[src/rtl/centroid_extract.sv]
// -----------------------------------------------------------------------------
// centroid_extract
//
// Measurement front-end for the tracking pipeline. Accumulates the coordinates
// of every hit pixel in a frame of the segmentation mask stream. At frame end
// it divides the coordinate sums by the hit count with a restoring divider,
// which resolves one quotient bit per cycle for x and y in parallel. The
// resulting integer centroid is offered to the Kalman filter stage over a
// valid/ready handshake.
//
// Ports:
//   clk        system clock
//   aresetn    asynchronous active-low reset
//   pix_valid  pixel beat qualifier
//   pix_hit    mask bit, pixel belongs to the object (ignored unless pix_valid)
//   pix_x      column of the current pixel
//   pix_y      row of the current pixel
//   frame_end  one-cycle pulse on the last beat of a frame; a hit pixel on the
//              same beat belongs to the closing frame
//   z_x, z_y   centroid column / row; hold the last delivered value
//   valid      measurement available; held until taken by ready
//   ready      downstream accepts
//   overrun    one-cycle pulse: a frame closed while the block was busy and
//              its result was dropped
// -----------------------------------------------------------------------------
module centroid_extract #(
    parameter int DISP_WIDTH = 11,
    parameter int MIN_COUNT  = 16
) (
    input  logic                  clk,
    input  logic                  aresetn,
    input  logic                  pix_valid,
    input  logic                  pix_hit,
    input  logic [DISP_WIDTH-1:0] pix_x,
    input  logic [DISP_WIDTH-1:0] pix_y,
    input  logic                  frame_end,
    output logic [DISP_WIDTH-1:0] z_x,
    output logic [DISP_WIDTH-1:0] z_y,
    output logic                  valid,
    input  logic                  ready,
    output logic                  overrun
);

    localparam int CNT_W  = 2 * DISP_WIDTH;
    localparam int SUM_W  = 3 * DISP_WIDTH;
    localparam int STEP_W = $clog2(DISP_WIDTH + 1);

    localparam logic [CNT_W-1:0]  MIN_CNT = CNT_W'(MIN_COUNT);
    localparam logic [STEP_W-1:0] STEPS   = STEP_W'(DISP_WIDTH);

    typedef enum logic [1:0] {
        ST_ACCUM  = 2'd0,
        ST_DIVIDE = 2'd1,
        ST_OUTPUT = 2'd2
    } state_t;

    state_t state, state_nxt;

    // Running frame accumulators.
    logic [SUM_W-1:0] sum_x, sum_y;
    logic [CNT_W-1:0] cnt;

    // Frame totals including a hit that arrives on the frame_end beat.
    logic             pix_take;
    logic [SUM_W-1:0] sum_x_fin, sum_y_fin;
    logic [CNT_W-1:0] cnt_fin;
    logic             frame_ok;

    // Divider state. step counts the quotient bits still to resolve; the
    // cycle in which it reads zero publishes the quotient.
    logic [SUM_W-1:0]      rem_x, rem_y;
    logic [CNT_W-1:0]      div_cnt;
    logic [STEP_W-1:0]     step;
    logic [DISP_WIDTH-1:0] q_x, q_y;

    logic [STEP_W-1:0] bit_idx;
    logic [SUM_W-1:0]  trial;
    logic              ge_x, ge_y;

    assign pix_take  = pix_valid & pix_hit;
    assign sum_x_fin = sum_x + (pix_take ? SUM_W'(pix_x) : '0);
    assign sum_y_fin = sum_y + (pix_take ? SUM_W'(pix_y) : '0);
    assign cnt_fin   = cnt + CNT_W'(pix_take);
    assign frame_ok  = frame_end && (state == ST_ACCUM) && (cnt_fin >= MIN_CNT);

    // Divisor aligned to the quotient bit under test. The quotient is bounded
    // by the coordinate range, so starting at bit DISP_WIDTH-1 never misses a
    // higher bit and the shifted divisor always fits in SUM_W.
    assign bit_idx = step - STEP_W'(1);
    assign trial   = SUM_W'(div_cnt) << bit_idx;
    assign ge_x    = (rem_x >= trial);
    assign ge_y    = (rem_y >= trial);

    // Accumulators run in every state; frame_end always restarts them, so a
    // frame closing while busy is simply forgotten.
    // NOTE: sequential state uses non-blocking (<=) so every register samples
    // the pre-edge values of the others, regardless of statement order.
    always_ff @(posedge clk or negedge aresetn) begin
        if (!aresetn) begin
            sum_x <= '0;
            sum_y <= '0;
            cnt   <= '0;
        end else if (frame_end) begin
            sum_x <= '0;
            sum_y <= '0;
            cnt   <= '0;
        end else if (pix_take) begin
            sum_x <= sum_x_fin;
            sum_y <= sum_y_fin;
            cnt   <= cnt_fin;
        end
    end

    always_ff @(posedge clk or negedge aresetn) begin
        if (!aresetn) begin
            state <= ST_ACCUM;
        end else begin
            state <= state_nxt;
        end
    end

    // NOTE: state_nxt is given its default before the case so that every path
    // assigns it and no latch is inferred.
    always_comb begin
        state_nxt = state;
        case (state)
            ST_ACCUM:  if (frame_ok)     state_nxt = ST_DIVIDE;
            ST_DIVIDE: if (step == '0)   state_nxt = ST_OUTPUT;
            ST_OUTPUT: if (ready)        state_nxt = ST_ACCUM;
            default:                     state_nxt = ST_ACCUM;
        endcase
    end

    always_ff @(posedge clk or negedge aresetn) begin
        if (!aresetn) begin
            rem_x   <= '0;
            rem_y   <= '0;
            div_cnt <= '0;
            step    <= '0;
            q_x     <= '0;
            q_y     <= '0;
            z_x     <= '0;
            z_y     <= '0;
            valid   <= 1'b0;
            overrun <= 1'b0;
        end else begin
            overrun <= frame_end && (state != ST_ACCUM);
            case (state)
                ST_ACCUM: begin
                    if (frame_ok) begin
                        rem_x   <= sum_x_fin;
                        rem_y   <= sum_y_fin;
                        div_cnt <= cnt_fin;
                        step    <= STEPS;
                        q_x     <= '0;
                        q_y     <= '0;
                    end
                end
                ST_DIVIDE: begin
                    if (step != '0) begin
                        if (ge_x) rem_x <= rem_x - trial;
                        if (ge_y) rem_y <= rem_y - trial;
                        // MSB-first bits shift in from the right.
                        q_x  <= {q_x[DISP_WIDTH-2:0], ge_x};
                        q_y  <= {q_y[DISP_WIDTH-2:0], ge_y};
                        step <= step - STEP_W'(1);
                    end else begin
                        z_x   <= q_x;
                        z_y   <= q_y;
                        valid <= 1'b1;
                    end
                end
                ST_OUTPUT: begin
                    if (ready) valid <= 1'b0;
                end
                default: begin
                    valid <= 1'b0;
                end
            endcase
        end
    end

endmodule

[config.mk]
export PLATFORM = sky130hd
export DESIGN_NAME = centroid_extract
export DESIGN_NICKNAME = d
export VERILOG_FILES = /design/src/rtl/centroid_extract.sv
export SDC_FILE = /design/constraint.sdc
export NUM_CORES = 1
export LEC_CHECK = 0
export BUFFER_PORTS_ARGS = -buffer_cell sky130_fd_sc_hd__buf_2
export CORE_MARGIN = 2
export CORE_UTILIZATION = 65
export DETAILED_ROUTE_END_ITERATION = 7
export PLACE_DENSITY = 0.94
export SYNTH_ARGS = -nofsm -noshare
export SYNTH_HDL_FRONTEND = slang
export SYNTH_SLANG_ARGS = --single-unit
[constraint.sdc]
create_clock -name clk -period 15.8 [get_ports clk]
set_input_delay 4.74 -clock clk [delete_from_list [all_inputs] [get_ports clk]]
set_output_delay 4.74 -clock clk [all_outputs]
set_load 0.02 [all_outputs]
==> impl_metrics.ini <==
[outcome]
status = finished clean

[logic_synthesis]
ys_ff_latch = 228
synth_common_cells = 278 x nand2_1, 228 x dfrtp_1, 197 x nor2_1
synth_cell_types = 82
syn_inst = 2001
ys.flop_type = dfrtp_1
ys_seq_area_share_pct = 34.2
yosysMostFrequentCell = nand2_1
synth-async-reset-ratio_pct = 100
syn_nets = 2125
netlist.area_leader.share_pct = 34.2
synth_edf_count = 0
yosys.area.top_type = dfrtp_1
syn_area_per_cell_um2 = 8.34
netlist_area_um2 = 16700
yosysWarnings = 0
synthTopCellsByArea = dfrtp_1 34%, ha_1 6.9%, nand2_1 6.3%, xnor2_1 5.7%, a21oi_1 5.1%

[floorplan]
row_count = 58
die_x_um = 164
die_h_um = 164
initial_core_util_pct = 66.3
ios = 52
coreArea_um2 = 25200
die_area_um2 = 27000

[grt]
grt_pass1_vias = 14500
grt_overflow_total = 0
grt_max_degree = 91
grt_pass1_wl_mm = 70.2
grtUsageTotal_pct = 31.7
antenna_found_initial = 0

[placed_design]
gp_congestion = 0.943
hpwl_mm = 29.9
dpl_cell_area_um2 = 17100
port_buffers = 51

[clocking]
cts_setup_buffers = 0
cts_hold_buf = 0
cts_buffers = 26
cts_tree = done
root_buffer = clkbuf_16
cts_sinks = 228
htree_levels = 1
clk_pin_slew_ns = 0.06
clock_latency_ns = 0.56
cts_resized = 0
clockBufferDepth = 3

[power_and_ir_drop]
p_switching_uw = 296
combinationalPowerShare_pct = 3.7
pwr-share-clk_pct = 50.7
ir_drop_uv = 99.6
cellPowerDensity_nw_per_um2 = 71.6
power_leakage_uw = 0.00827
p_sw_share_pct = 23.0
p_int_uw = 991
p_seq_share_pct = 45.6

[finish]
syn2layout_area_growth_pct = 7.76
fin_nets = 2112
fill_cells = 1842
diodes = 0
postLayoutCellArea_um2 = 18000
drive_above_1_share_pct = 9.91

[detailed_routing]
routed-via-count = 15000
first_pass_iters = 6
wl_per_cell_um = 18.2
via_per_inst = 6.40
ant_nets = 0
first_iter_violations = 1772
drt-total-wl_mm = 42.6
drc = 0

[worst_setup_path]
path_max_fanout = 68
arrival_ns = 9.63
worstSetupPathType = input pin to flop
startpoint_type = input pin
worstRegToRegCells = 19
end_kind = flop
cp.required_ns = 16.23

[timing]
finalCriticalPeriod_ns = 9.20
fmax_mhz = 109
skew_ns = 0.0231
setup_viol = 0
slew_viol_final = 0
post-route-period-util_pct = 58.2
worst_slew_pin_slew_ns = 1.07
tns_ns = 0
hold_violations = 0
rsz0062_at_grt = no
maxSlewHeadroom_pct = 28.2

[run]
max_cap_violations = 0

[worst_hold_path]
hp-class = flop to flop
holdPathStages = 1
[layout by cell type (no fill, tap or decap), types with 6 or more instances in the layout]
master / count
o21bai_1: 9
nand2_1: 278
nor2b_1: 18
nor3_1: 34
dfrtp_1: 228
nand4_1: 26
a21o_1: 45
inv_1: 37
buf_4: 19
a21oi_2: 8
and3_1: 46
a211oi_1: 21
o31ai_1: 6
o21ai_1: 8
clkbuf_16: 26
and2_1: 6
or2_2: 6
or3_1: 30
nand2b_1: 20
nor4_1: 9
ha_1: 92
o21ai_0: 153
o211ai_1: 12
buf_2: 50
xor2_1: 71
a21oi_1: 169
xnor2_1: 108
nor2_1: 197
mux4_2: 6
o21a_1: 9
nand3_1: 54
mux2i_1: 32
a31oi_1: 26
mux2_2: 36
[worst max-delay path, stage by stage]
cell,delay [ns]
buf_2,0.30
nand2_1,0.11
buf_4,0.32
clkinv_1,0.14
ha_1,0.20
nand2_1,0.14
nor4_2,0.95
and2_4,0.32
or4_1,0.11
a22oi_1,0.13
a41oi_4,0.23
buf_4,0.54
o21ba_2,0.42
buf_4,0.50
mux2_2,0.39
[worst paths after layout]
kind,from,endpoint,slack [ns]
max in group asynchronous,aresetn,div_cnt[10],10.23
min,rem_y[18],rem_y[18],0.49
max reg2reg,step[0],rem_x[2],8.75
max,pix_valid,rem_x[2],6.60
min reg2reg,rem_y[18],rem_y[18],0.49
min in group asynchronous,aresetn,sum_x[15],4.15
[area by class of cell]
cell class                      count  area [um2]  area share [%]
Clock inverter                     15         203            1.13
Inverter                           38         143           0.793
Clock buffer                       33         727            4.04
Multi-Input combinational cell   1624       10400            57.8
Tap cell                          330         413            2.30
Sequential cell                   228        5710            31.7
Timing Repair Buffer               70         408            2.27
[metrics by stage]
| step | utilization, % | hold WS (ns) | total power [uW] | worst slack [ns] | std cells |
|---|---|---|---|---|---|
| finish | 71.4 | 0.489 | 1290 | 6.60 | 2338 |
| global route | 71.4 | 0.511 | 1320 | 6.33 | 2338 |
| CTS | 71.4 | 0.491 | 1290 | 6.76 | 2338 |
| detailed placement | 67.7 | 0.477 | 646 | 6.21 | 2290 |
| global placement | 67.7 | 0.470 | 644 | 6.51 | 2290 |
| floorplan | - | 0.455 | 622 | 7.84 | 2001 |
[per-layer routing]
| layer | routed length (um) | global-route usage [%] | share of wire (%) | vias to the layer above |
|---|---|---|---|---|
| li1 | - | - | - | 7045 |
| met1 | 18000 | 41.7 | 42 | 7212 |
| met2 | 20500 | 53.2 | 48 | 589 |
| met3 | 2780 | 4.52 | 6.5 | 126 |
| met4 | 1410 | 11.6 | 3.3 | 0 |
| met5 | 0 | 0 | 0 | - |
[state kept, by name, summed over array words and instances (netlist names)]
register / flops
rem_x: 33
rem_y: 33
sum_x: 33
sum_y: 33
cnt: 22
div_cnt: 22
q_x: 11
q_y: 11
z_x: 11
z_y: 11
step: 4
state: 2
overrun: 1
valid: 1
[kinds of logic (layout without fill, tap and decap cells)]
family | count (synthesis) | in the layout | share of synthesized area, %
muxes | 78 | 78 | 5.52
AOI/OAI and AO/OA | 520 | 520 | 18.9
xor gates and xnor gates | 180 | 180 | 9.44
and+or+nand+nor | 750 | 750 | 20.8
buffers and inverters | 149 | 156 | 3.80
adders and majority gates | 96 | 96 | 7.38
DFF | 228 | 228 | 34.2
[power groups by stage]
stage / registers, uW / clock network, uW / logic (uW)
2_1_floorplan: 598 / 0 / 24.4
3_3_place_gp: 598 / 0 / 46.1
3_5_place_dp: 598 / 0 / 47.8
4_1_cts: 587 / 659 / 48.4
5_1_grt: 587 / 683 / 53.7
6_report: 587 / 652 / 48.0
No activity file was read; power rests on OpenSTA's default activity.
